File: config.mk
export PLATFORM = sky130hd
export DESIGN_NAME = pad_key_decoder_flat
export DESIGN_NICKNAME = d
export VERILOG_FILES = /design/src/rtl/pad_key_decoder_if.sv /design/src/rtl/pad_key_decoder.sv /design/src/flat_wrapper.sv
export SDC_FILE = /design/constraint.sdc
export NUM_CORES = 1
export LEC_CHECK = 0
export ABC_AREA = 1
export CORE_ASPECT_RATIO = 1.5
export CORE_UTILIZATION = 58
export CTS_CLUSTER_SIZE = 8
export DETAILED_ROUTE_END_ITERATION = 8
export PLACE_DENSITY = 0.78
export SLEW_MARGIN = 20
export SYNTH_ARGS = -nofsm -noshare
export SYNTH_HDL_FRONTEND = slang
export SYNTH_SLANG_ARGS = --single-unit
File: constraint.sdc
create_clock -name clk -period 1.95 [get_ports clk]
set_input_delay 0.2925 -clock clk [delete_from_list [all_inputs] [get_ports clk]]
set_output_delay 0.2925 -clock clk [all_outputs]
set_load 0.02 [all_outputs]
File: src/rtl/pad_key_decoder_if.sv
// pad_key_decoder_if: PS/2 line inputs and decoded key/scan outputs of the pad key decoder
interface pad_key_decoder_if;
  logic       ps2_clk;
  logic       ps2_data;
  logic       up_left;
  logic       down_left;
  logic       up_right;
  logic       down_right;
  logic [7:0] scan_code;
  logic       scan_valid;
  logic       frame_err;
  modport master (
    output ps2_clk, ps2_data,
    input  up_left, down_left, up_right, down_right, scan_code, scan_valid, frame_err
  );
  modport slave (
    input  ps2_clk, ps2_data,
    output up_left, down_left, up_right, down_right, scan_code, scan_valid, frame_err
  );
endinterface

File: src/rtl/pad_key_decoder.sv
// pad_key_decoder: PS/2 set-2 receiver turning W/S/Up/Down make/break codes into held pad controls
module pad_key_decoder #(
  parameter int TIMEOUT_CYCLES = 65000,
  parameter int FILTER_LEN     = 8
) (
  input logic             clk,
  input logic             rst,
  pad_key_decoder_if.slave bus
);
  localparam int FW = $clog2(FILTER_LEN + 1);
  localparam int TW = $clog2(TIMEOUT_CYCLES + 1);
  typedef enum logic {IDLE, RECV} state_t;
  logic [1:0]    clk_s, dat_s;
  logic          filt, fall, flip, din;
  logic [FW-1:0] fcnt;
  state_t        state, state_nx;
  logic [3:0]    bcnt;
  logic [TW-1:0] tcnt;
  logic [9:0]    sh;
  logic          done, tout, ok;
  logic [7:0]    rx_byte;
  logic          ext, brk;
  assign din  = dat_s[1];
  assign flip = (clk_s[1] != filt) && (fcnt == FW'(FILTER_LEN - 1));
  // two-stage synchronizers for both asynchronous PS/2 lines, idling high
  always_ff @(posedge clk or negedge rst)
    if (!rst) begin
      clk_s <= 2'b11;
      dat_s <= 2'b11;
    end else begin
      clk_s <= {clk_s[0], bus.ps2_clk};
      dat_s <= {dat_s[0], bus.ps2_data};
    end
  // glitch filter: a level change is accepted only after a full run of the new level; fall marks 1->0
  always_ff @(posedge clk or negedge rst)
    if (!rst) begin
      filt <= 1'b1;
      fcnt <= '0;
      fall <= 1'b0;
    end else begin
      filt <= flip ? ~filt : filt;
      fcnt <= (clk_s[1] == filt || flip) ? '0 : fcnt + 1'b1;
      fall <= flip & filt;
    end
  // frame state register
  always_ff @(posedge clk or negedge rst)
    if (!rst) state <= IDLE;
    else state <= state_nx;
  // next state: start on any falling edge, leave after the stop bit or on timeout
  always_comb begin
    state_nx = (state == IDLE) ? (fall ? RECV : IDLE) : ((done || tout) ? IDLE : RECV);
  end
  // frame status: sh holds start, data[7:0], parity (bit 0 = start) while din is the stop bit
  always_comb begin
    done    = (state == RECV) && fall && (bcnt == 4'd10);
    tout    = (state == RECV) && !fall && (tcnt == TW'(TIMEOUT_CYCLES - 1));
    ok      = done && !sh[0] && (^sh[9:1]) && din;
    rx_byte = sh[8:1];
  end
  // bit counter, idle-time counter and shift register
  always_ff @(posedge clk or negedge rst)
    if (!rst) begin
      bcnt <= '0;
      tcnt <= '0;
      sh   <= '0;
    end else begin
      bcnt <= (state_nx == IDLE) ? 4'd0 : (fall ? bcnt + 4'd1 : bcnt);
      tcnt <= (state == RECV && !fall && !tout) ? tcnt + 1'b1 : '0;
      sh   <= fall ? {din, sh[9:1]} : sh;
    end
  // byte decode: prefix flags accumulate until a non-prefix byte consumes them
  always_ff @(posedge clk or negedge rst)
    if (!rst) begin
      bus.scan_code  <= '0;
      bus.scan_valid <= 1'b0;
      bus.frame_err  <= 1'b0;
      bus.up_left    <= 1'b0;
      bus.down_left  <= 1'b0;
      bus.up_right   <= 1'b0;
      bus.down_right <= 1'b0;
      ext            <= 1'b0;
      brk            <= 1'b0;
    end else begin
      bus.scan_valid <= ok;
      bus.frame_err  <= (done && !ok) || tout;
      if (ok) begin
        bus.scan_code <= rx_byte;
        if (rx_byte == 8'hE0) ext <= 1'b1;
        else if (rx_byte == 8'hF0) brk <= 1'b1;
        else begin
          ext <= 1'b0;
          brk <= 1'b0;
          if (rx_byte == 8'h1D && !ext) bus.up_left    <= !brk;
          if (rx_byte == 8'h1B && !ext) bus.down_left  <= !brk;
          if (rx_byte == 8'h75 &&  ext) bus.up_right   <= !brk;
          if (rx_byte == 8'h72 &&  ext) bus.down_right <= !brk;
        end
      end
    end
endmodule

File: src/flat_wrapper.sv
// flat-port wrapper written by rule: the top's interface ports become plain ports
module pad_key_decoder_flat 
#(
  parameter int TIMEOUT_CYCLES = 65000,
  parameter int FILTER_LEN     = 8
)
  (clk, rst, bus_ps2_clk, bus_ps2_data, bus_up_left, bus_down_left, bus_up_right, bus_down_right, bus_scan_code, bus_scan_valid, bus_frame_err);
  pad_key_decoder_if bus_i ();
  input logic clk;
  input logic rst;
  input wire logic [$bits(bus_i.ps2_clk)-1:0] bus_ps2_clk;
  input wire logic [$bits(bus_i.ps2_data)-1:0] bus_ps2_data;
  output wire logic [$bits(bus_i.up_left)-1:0] bus_up_left;
  output wire logic [$bits(bus_i.down_left)-1:0] bus_down_left;
  output wire logic [$bits(bus_i.up_right)-1:0] bus_up_right;
  output wire logic [$bits(bus_i.down_right)-1:0] bus_down_right;
  output wire logic [$bits(bus_i.scan_code)-1:0] bus_scan_code;
  output wire logic [$bits(bus_i.scan_valid)-1:0] bus_scan_valid;
  output wire logic [$bits(bus_i.frame_err)-1:0] bus_frame_err;
  assign bus_i.ps2_clk = bus_ps2_clk;
  assign bus_i.ps2_data = bus_ps2_data;
  assign bus_up_left = bus_i.up_left;
  assign bus_down_left = bus_i.down_left;
  assign bus_up_right = bus_i.up_right;
  assign bus_down_right = bus_i.down_right;
  assign bus_scan_code = bus_i.scan_code;
  assign bus_scan_valid = bus_i.scan_valid;
  assign bus_frame_err = bus_i.frame_err;
  pad_key_decoder #(.TIMEOUT_CYCLES(TIMEOUT_CYCLES), .FILTER_LEN(FILTER_LEN)) u_core (.clk(clk), .rst(rst), .bus(bus_i));
endmodule
# Yosys cells after proc, flatten, opt, wreduce, memory -nomap -nowiden
# Cells that the tools add are included.
[word_totals]
ram_bits = 0
romBits = 0
in_bits = 4
word_cells = 78
regBits = 57
output_inout_bits = 14
memories = 0
latchBits = 0
[classes]
n_eq_ne = 13
magnitude_cmp = 0
shifts = 0
bitwise = 4
addsub = 3
n_mul = 0
div = 0
mux = 10
reduce_logical = 30
[op_table]
columns = ["op", "count"]
rows = [
  ["16-bit by 1-bit adder with 16-bit output (second input constant)", 1],
  ["16-bit equality test (second input constant)", 1],
  ["8-bit by 5-bit equality test with 1-bit output (second input constant)", 2],
  ["8-bit by 7-bit equality test with 1-bit output (second input constant)", 2],
  ["8-bit equality test (second input constant)", 2],
  ["16-bit two-way mux", 1],
  ["4-bit AND reduction", 4],
  ["1-bit logical AND", 14],
  ["4-bit two-way mux", 3],
  ["9-bit XOR reduction", 1],
  ["4-bit by 1-bit adder with 4-bit output (second input constant)", 2],
  ["1-bit logical NOT", 6],
  ["1-bit two-way mux", 6],
  ["4-bit by 3-bit equality test with 1-bit output (second input constant)", 1],
  ["4-bit equality test (second input constant)", 1],
  ["2-bit by 1-bit inequality test with 1-bit output (second input constant)", 2],
  ["2-bit AND reduction", 2],
  ["1-bit logical OR", 3],
  ["1-bit inverter", 3],
  ["1-bit AND", 1],
  ["1-bit equality test", 1],
  ["1-bit inequality test", 1],
]

# Depth between registers and ports, before layout
# Gate-level depths: netlist of the first run.
[depth]
ltp_word = 8
ltp_mapped = 15
mapped_depth_nobuf = 15

# Worst setup path before layout of the first run
# No wires, ideal clock.
[synth_timing]
kind = "register to register"
start = "register u_core.sh[1]"
end = "register u_core.bus.scan_code[6]"
path_stages_with_launch = 14
t_required_ps = 1832
slack_ps = 326
setup_ps = 118
n_path_buf = 1
arrival_ps = 1506
cell_sequence = "dfrtp_1 -> inv_1 -> ha_1 -> inv_1 -> nand2_1 -> nand2_1 -> nand2_1 -> nand2_1 -> nand2_1 -> nand2_2 -> nand2_4 -> buf_6 -> nand2_2 -> o21ai_2"
[synth_between]
elab_chain_cells = 3
[synth_rtl]
columns = ["element", "line_no", "rtl"]
rows = [
  ["start: declaration", "pad_key_decoder.sv:19", "logic [9:0] sh;"],
  ["start signal: assignment", "pad_key_decoder.sv:69", "sh <= fall ? {din, sh[9:1]} : sh;"],
  ["9-bit XOR reduction", "pad_key_decoder.sv:57", "ok = done && !sh[0] && (^sh[9:1]) && din;"],
  ["1-bit logical AND (2 in series)", "pad_key_decoder.sv:57", ""],
  ["end signal: assignment", "pad_key_decoder.sv:87", "bus.scan_code <= rx_byte;"],
  ["end: declaration", "pad_key_decoder_if.sv:18", "output up_left, down_left, up_right, down_right, scan_code, scan_valid, frame_err"],
]
# Every way passes these cells.
# A chain may end at the register's enable or synchronous reset.

# Final worst setup path of the first run
[layout_timing]
start = "register u_core.tcnt[0]"
end = "register u_core.tcnt[4]"
[layout_between]
elab_chain_cells = 5
elab_cells_between_ends = 6
[layout_rtl]
columns = ["element", "line_no", "rtl"]
rows = [
  ["start: declaration", "pad_key_decoder.sv:18", "logic [TW-1:0] tcnt;"],
  ["start signal: assignment", "pad_key_decoder.sv:68", "tcnt <= (state == RECV && !fall && !tout) ? tcnt + 1'b1 : '0;"],
  ["branches (longest 4 deep; another with 16-bit by 1-bit adder with 16-bit output)", "-", ""],
  ["16-bit two-way mux (*)", "pad_key_decoder.sv:68", ""],
]
# Mark *: on every way between the ends.

==> results of run 1 <==
==> repair_timing <==
item,CTS,global route
resized for setup,0,1
hold buffers,1,0
setup buffers,0,4
hold endpoints to repair,20,0
setup endpoints to repair,0,4
==> area by class of cell <==
| class | count | area [um2] | area share |
|---|---|---|---|
| sequential | 57 | 1433 | 0.4266 |
| clock buffer | 11 | 141.4 | 0.04210 |
| multi-input combinational | 199 | 1166 | 0.3472 |
| clock inverter | 5 | 78.83 | 0.02347 |
| timing repair buffer | 32 | 292.8 | 0.08718 |
| tap | 64 | 80.08 | 0.02385 |
| inverter | 44 | 166.4 | 0.04955 |
==> path summary, 6_finish.rpt <==
| check | start | slack [ns] | to |
|---|---|---|---|
| hold / removal | u_core.dat_s[0] | 0.35 | u_core.dat_s[1] |
| min in group asynchronous | rst | 0.46 | u_core.tcnt[13] |
| hold reg to reg | u_core.dat_s[0] | 0.35 | u_core.dat_s[1] |
| max in group asynchronous | rst | 0.85 | u_core.dat_s[0] |
| setup / recovery | u_core.tcnt[0] | 0.14 | u_core.tcnt[4] |
| setup reg to reg | u_core.tcnt[0] | 0.14 | u_core.tcnt[4] |
==> flip-flops by register name, summed over array words and instances (netlist names), 2 cells and up <==
register / count
u_core.bus.scan_code: 8
u_core.sh: 10
u_core.tcnt: 16
u_core.dat_s: 2
u_core.clk_s: 2
u_core.fcnt: 4
u_core.bcnt: 4
==> kinds of logic after synthesis <==
family	count (synthesis)	share of synthesized area
fa+ha+maj	18	0.08068
xor+xnor	6	0.01883
compound gates	33	0.07262
buf+inv	49	0.07216
simple gates	142	0.2425
flops	57	0.5132
==> synth_stat cells, types with 3 or more instances <==
cell,count
sky130_fd_sc_hd__nor3b_1,3
sky130_fd_sc_hd__o21ai_2,8
sky130_fd_sc_hd__a21oi_1,6
sky130_fd_sc_hd__xor2_1,4
sky130_fd_sc_hd__nor2_2,4
sky130_fd_sc_hd__inv_1,40
sky130_fd_sc_hd__ha_1,18
sky130_fd_sc_hd__nand4_1,7
sky130_fd_sc_hd__nor3_1,11
sky130_fd_sc_hd__nand3_1,11
sky130_fd_sc_hd__o21ai_0,12
sky130_fd_sc_hd__o21ai_1,3
sky130_fd_sc_hd__nor2_1,38
sky130_fd_sc_hd__dfstp_2,5
sky130_fd_sc_hd__nand2_1,53
sky130_fd_sc_hd__dfrtp_1,52
sky130_fd_sc_hd__inv_2,3
sky130_fd_sc_hd__nand2_2,5
==> power breakdown <==
| part | internal (mW) | switching, mW |
|---|---|---|
| clock network | 0.752 | 0.450 |
| logic | 0.0518 | 0.0852 |
| registers | 1.24 | 0.0347 |
==> worst max-delay path: cells and delay by family (launching register included) <==
kind	cells	cell delay [ns]
adders and majority gates	1	0.18
buffers and inverters	1	0.20
and+or+nand+nor	5	0.84
DFF	1	0.38
AOI/OAI and AO/OA	1	0.11
==> per-layer routing <==
metal / vias to the layer above / share of wire / wire length (um) / GRT usage
li1: 1044 / - / - / -
met1: 968 / 0.41 / 2064 / 0.2286
met2: 31 / 0.55 / 2778 / 0.4054
met3: 4 / 0.031 / 159 / 0.06984
met4: 0 / 0.011 / 58 / 0.1039
met5: - / 0 / 0 / 0
==> out/summary.md, run 1 <==
The run finished with clean final reports. For the maximum frequency from static timing analysis, the log shows 552.4 MHz. The logs give 0 for the max-slew violation total from the final report and 38 for the maximum number of pins on one net before global-route repair.

Counting every sink on the clock net gives 57. In the post-synthesis netlist, the biggest area contributors are sky130_fd_sc_hd__dfrtp_1 (47%), sky130_fd_sc_hd__ha_1 (8.1%), sky130_fd_sc_hd__nand2_1 (7.1%), sky130_fd_sc_hd__inv_1 (5.4%), sky130_fd_sc_hd__nor2_1 (5.1%). The clock transition time at the flip-flop clock pins of the worst setup and hold paths is 0.07 ns.

The H-tree was split into 3 levels. The summed negative setup slack over all endpoints is 0 ns. The netlist area before placement is 2791 um2, and the fraction of layout cells with a size suffix above 1 is 0.1810. In this run the tool buffered the top-level ports with 17 buffer cells. For the total number of yosys warnings, the log shows 0. The top cell types in the final layout, fill and taps aside, are sky130_fd_sc_hd__nand2_1 (53), sky130_fd_sc_hd__dfrtp_1 (52), sky130_fd_sc_hd__inv_1 (40). The tools report the count of placed standard cells including taps as 391. Across the run, the number of max-cap violations was 0. The detail-routed net length per standard cell works out to 12.28 um. At the end of routability-driven placement, the weighted congestion stood at 0.7751.

The HPWL after detailed placement is 3704 um. The largest individual stage delay along the critical path comes from the cell sky130_fd_sc_hd__dfrtp_1. The average size of a mapped cell is 9.152 um2, and the final period utilization is 0.9283.

From synthesis to final layout, the design area changed by 20.30%. The initial cell density of the core came out at 0.6096. The worst hold path passes through 0 cells. The worst hold-check path type is reg -> reg. STA classifies the critical path startpoint as a flop. On the final layout, the worst clock skew is 0.006297 ns. The initial antenna violation count was 0; the worst-path maximum fanout was 13. Before CTS, the worst setup slack after placement is 0.01214 ns.

The placement-stage cell area is 3089 um2, and the time the worst path needs with I/O delays and setup is 1.810 ns. In this run, the number of DRC markers left after iteration 0 of detailed routing was 68. Summing over every cut layer, the via total after detailed routing is 2047. The fraction of registers with async set or reset after synthesis was 1.000; the synthesized net count was 327. The leading register cell type out of synthesis is sky130_fd_sc_hd__dfrtp_1. The run gives 0.2236 as the global-route usage over all layers. The logs give 30 for the standard-cell row count and 4579 um2 for the placeable core area. The clock root buffer was sky130_fd_sc_hd__clkbuf_8.

Measured along the y axis, the die boundary spans 86.97 um. Power comes to 2.609 mW. The proportion of netlist area held by the largest area contributor is 0.4662. The number of hold violations in the final report came out at 0.

The leading cell type in the layout, fill and taps excluded is sky130_fd_sc_hd__nand2_1. Counting flops with a built-in enable in the synthesized netlist gives 0. The tools report the CTS buffer count as 9. After detailed routing, the number of vias per cell comes to 4.968. The logs give 1.516 nW for the reported leakage power and 0.7333 for the share of the core filled with cells. The tools report the maximum buffer depth of the clock tree as 2.

The data arrival time of the critical path was 2.03 ns. Pin placement for this block handled 18 I/O pins. For this run, design rule violations remaining after detail routing come to 0. The signal on the critical path passes through ha_1 -> nand2_1 -> nor3b_2 -> nand4_1 -> nand2_2 -> buf_4 -> nor2_1 -> o21a_1. The critical path is of the reg -> reg type. The post-synthesis sequential element count is 57. The final worst hold slack is 0.3532 ns, and the total detailed-routing wirelength is 5061 um.

The sequential area share after synthesis is 0.5132. The tools report the count of placed standard cells in the final layout, fillers left out as 412. Measured along the x axis, the die boundary spans 58.65 um. The post-route cell area is 3358 um2, and the required time at the worst-slack endpoint is 2.17 ns.

The largest total area in the synthesized netlist belongs to sky130_fd_sc_hd__dfrtp_1. STA classifies the critical path endpoint as a flop. The tools report the final global-route overflow total as 0. Setup repair after global routing left no endpoint under its margin. The source-to-sink clock delay at the later pin of the worst-skew pair is 0.33 ns.

The first global-routing pass estimated 8404 um of wire. The detail route stage leaves a number of antenna-violating nets equal to 0. The worst path meets setup with 0.1397 ns of slack. The number of antenna diodes in the final layout is 0.

The worst-case IR drop observed on VDD is 0.8064 mV. The die area is 5100 um2, and the total setup violations reported at the end of the flow is 0. Synthesis handed over a netlist of 305 instances.

In this design, the stage delay of the slowest critical-path cell is 0.38 ns. The netlist uses 34 different library cells. First-pass iteration count of the detailed router: 4. The cell depth of the worst flop-to-flop path is 8, and the via count of the first global-routing pass is 2080.

Headroom to the max-slew limit: 0.6542. The tools report the count of fill cells added during filler insertion as 347. TritonCTS built the clock tree.

For the pin with the worst max-slew slack, the measured transition is 0.5186 ns. The total power divided by cell area came out at 777.0 nW/um2. The count of nets after finishing was 365.
Note: power is estimated with default switching activity, not from simulation.
==> inputs of run 2 (changes only) <==
--- a/config.mk
+++ b/config.mk
@@ -7,10 +7,9 @@
 export LEC_CHECK = 0
 export ABC_AREA = 1
 export CORE_ASPECT_RATIO = 1.5
-export CORE_UTILIZATION = 58
+export CORE_UTILIZATION = 25
 export CTS_CLUSTER_SIZE = 8
 export DETAILED_ROUTE_END_ITERATION = 8
-export PLACE_DENSITY = 0.78
 export SLEW_MARGIN = 20
 export SYNTH_ARGS = -nofsm -noshare
 export SYNTH_HDL_FRONTEND = slang
==> run 2 against run 1 <==
Combinational power shrank 8%. Critical endpoint is now u_core.ext. Via count shrank 0.20%. Critical path type unchanged. Clock skew grew 0.00073 ns.
==> out/summary.md, run 2 (synthesized netlist as in run 1, its figures left out) <==
The run finished with clean final reports. The leading cell type in the layout, fill and taps excluded was sky130_fd_sc_hd__nand2_1. The logs give 0 (unchanged) for the max-slew violation total from the final report and 0 (unchanged) for the final global-route overflow total.

The detail-routed net length per standard cell is 10.64 um (-13%), and the CTS buffer count is 9 (unchanged). The slew at the pin with the worst max-slew slack was 0.5528 ns (+0.03418 ns); the die boundary height was 131.4 um (+51%). The critical path buffer and inverter count is 4 (+3).

The clock root buffer was sky130_fd_sc_hd__clkbuf_16. The logs give 2043 (-0.20%) for the number of vias in the routed layout and 18 (unchanged) for the number of top-level design ports. Traced cell by cell, the critical path runs through inv_1 -> ha_1 -> xnor2_2 -> inv_1 -> nand2_1 -> nand2_2 -> nand2_4 -> buf_12 -> nor2_1 -> o21ai_1 -> inv_1. The largest registers in the layout are u_core.tcnt: 16 flops, u_core.sh: 10 flops, u_core.bus.scan_code: 8 flops. The final worst-path setup slack came out at 0.1716 ns (+0.03186 ns).

The run gives 0 ns (unchanged) as the summed negative setup slack over all endpoints. For the data arrival time of the critical path, the log shows 1.99 ns (-0.04 ns). The post-route cell area is 3572 um2 (+6.4%). The worst setup path category was reg -> reg. Via-per-instance ratio: 4.204 (-15%). The cell seen most often among critical-path stages was sky130_fd_sc_hd__inv_1.

The tools report the antenna diode instance count as 0 (unchanged). TritonCTS built the clock tree. The standard-cell row count is 46 (+53%). The tools report the count of nets after finishing as 359 (-1.6%). The total of buffers placed on input and output ports was 17 (unchanged); the fraction of layout cells with a size suffix above 1 was 0.1696 (-0.01144). The final period utilization works out to 0.9120 (-0.01634). The tools report the total setup violations reported at the end of the flow as 0 (unchanged). The share of the core filled with cells is 0.3337 (-0.3996), and the count of max-cap constraint violations is 0 (unchanged).

The total detailed-routing wirelength was 5173 um (+2.2%). The tools report the worst voltage drop across the vdd grid as 0.4915 mV (-39%). The worst slack after detailed placement is 0.1186 ns (+0.1064 ns).

The beginning of the worst hold path was u_core.clk_s[0]. The path class of the tightest hold or removal check is reg -> reg. The final clock skew came out at 0.007023 ns (+0.0007250 ns). Grouping stages by cell kind, the critical path spends the most delay in flip-flops. The most critical setup path has its startpoint at u_core.sh[7].

Clock transition time at the flip-flop clock pins of the worst setup and hold paths: 0.05 ns (-0.02 ns). The worst setup path is launched from a flop. Global-route wire length before repair: 9080 um (+8.0%). The maximum number of pins on one net before global-route repair is 38 (unchanged). The placement-stage cell area came out at 3192 um2 (+3.3%).

The run gives 2 (unchanged) as the maximum buffer depth of the clock tree. The tools report the critical register-to-register path startpoint as u_core.sh[7]. Die area: 11600 um2 (+130%).

The required time at the worst-slack endpoint is 2.16 ns (about the same). The run gives 0.32 ns (about the same) as the source-to-sink clock delay at the later pin of the worst-skew pair. Compared with the post-synthesis result, the final layout area differs by 27.97%. The first-pass iteration count of the detailed router is 4 (unchanged), and the initial cell density of the core is 0.2608 (-0.3488). The via count of the first global-routing pass was 2004 (-3.7%); the global-route usage over all layers was 0.1026 (-0.1210).

The initial antenna violation count came out at 0 (unchanged). The post-DP HPWL was 3880 um (+4.7%). The number of H-tree levels is 3 (unchanged).

The placeable core area is 10710 um2 (+130%). The top cell types in the final layout, fill and taps aside, are sky130_fd_sc_hd__nand2_1 (53), sky130_fd_sc_hd__dfrtp_1 (52), sky130_fd_sc_hd__inv_1 (40). The tools report the share of power burned in the clock network as 0.569 (+0.108). For the remaining routing DRC violations, the log shows 0 (unchanged).

STA classifies the critical path endpoint as a flop. The internal power of the cells was 2.606 mW (+28%); the reported leakage power was 1.580 nW (+4.2%). The time the worst path needs with I/O delays and setup was 1.778 ns (-0.03186 ns); the maximum frequency from static timing analysis was 562.3 MHz (+1.8%). The number of design-rule violations left by the first detailed-router iteration was 77 (+13%). The flip-flop count of the largest register, all copies and words added works out to 16 (unchanged). The tools report the number of antenna-violating nets in the routed design as 0 (unchanged).

For the headroom to the max-slew limit, the log shows 0.6276 (-0.02668). Worst-path maximum fanout: 17 (+4). u_core.tcnt holds more flip-flops than any other register. The slowest cell on the critical path is sky130_fd_sc_hd__dfrtp_1. For the part of the total power dissipated in combinational logic, the log shows 0.039 (-0.014). The delay contributed by the slowest stage of the critical path was 0.40 ns (+0.02 ns); the switching power of the nets was 626.3 uW (+9.9%). The placer congestion estimate is 0.8426 (+8.7%), and the die span in x is 88.28 um (+51%). The total power divided by cell area is 904.8 nW/um2 (+16%). The post-layout total power came out at 3.232 mW (+24%). The fraction of power spent switching nets is 0.1938 (-0.02463). For the number of clock sinks, the log shows 57 (unchanged). The number of hold violations in the final report was 0 (unchanged); the fraction of power consumed by sequential logic was 0.392 (-0.095).
==> run 2: final timing paths <==
| kind | end | slack [ns] | cells after the start |
|---|---|---|---|
| setup / recovery | u_core.ext | 0.17 | 11 |
| hold / removal | u_core.clk_s[1] | 0.35 | 0 |
| setup reg to reg | u_core.ext | 0.17 | 11 |
| hold reg to reg | u_core.clk_s[1] | 0.35 | 0 |
| max in group asynchronous | u_core.filt | 0.85 | 3 |
| min in group asynchronous | u_core.bus.scan_code[0] | 0.48 | 2 |
==> run 2: cell type report <==
class	instances	area, um2
multi-input combinational	199	1165
inverter	44	166.4
timing repair buffer	26	272.8
fill	1114	7133
tap	144	180.2
sequential	57	1433
clock inverter	4	98.84
clock buffer	12	256.5
==> run 2: per-stage QoR <==
step,hold slack (ns),instances
6_report,0.3532,486
3_3_place_gp,0.2936,468
4_1_cts,0.3551,485
5_1_grt,0.3598,486
3_5_place_dp,0.2991,468
2_1_floorplan,-0.003091,305
==> run 2: what timing repair did <==
item,4_1_cts,5_1_grt
buffers inserted,0,1
hold buffers,1,0
gates resized for setup,0,1
setup endpoints to repair,0,1
hold endpoints to repair,20,0
==> run 2: power groups by stage <==
stage               clock (mW)  sequential [mW]  combinational [mW]
floorplan                    0             1.28              0.0796
global placement             0             1.29               0.125
detailed placement           0             1.29               0.129
CTS                       1.89             1.27               0.131
global route              1.94             1.27               0.150
finish                    1.84             1.27               0.126
==> run 2: layer usage <==
| metal | GRT usage | share of wire | up-vias |
|---|---|---|---|
| met5 | 0 | 0 | - |
| met1 | 0.1180 | 0.42 | 965 |
| met4 | 0.05108 | 0.031 | 0 |
| li1 | - | - | 1037 |
| met2 | 0.1628 | 0.51 | 29 |
| met3 | 0.03957 | 0.041 | 12 |
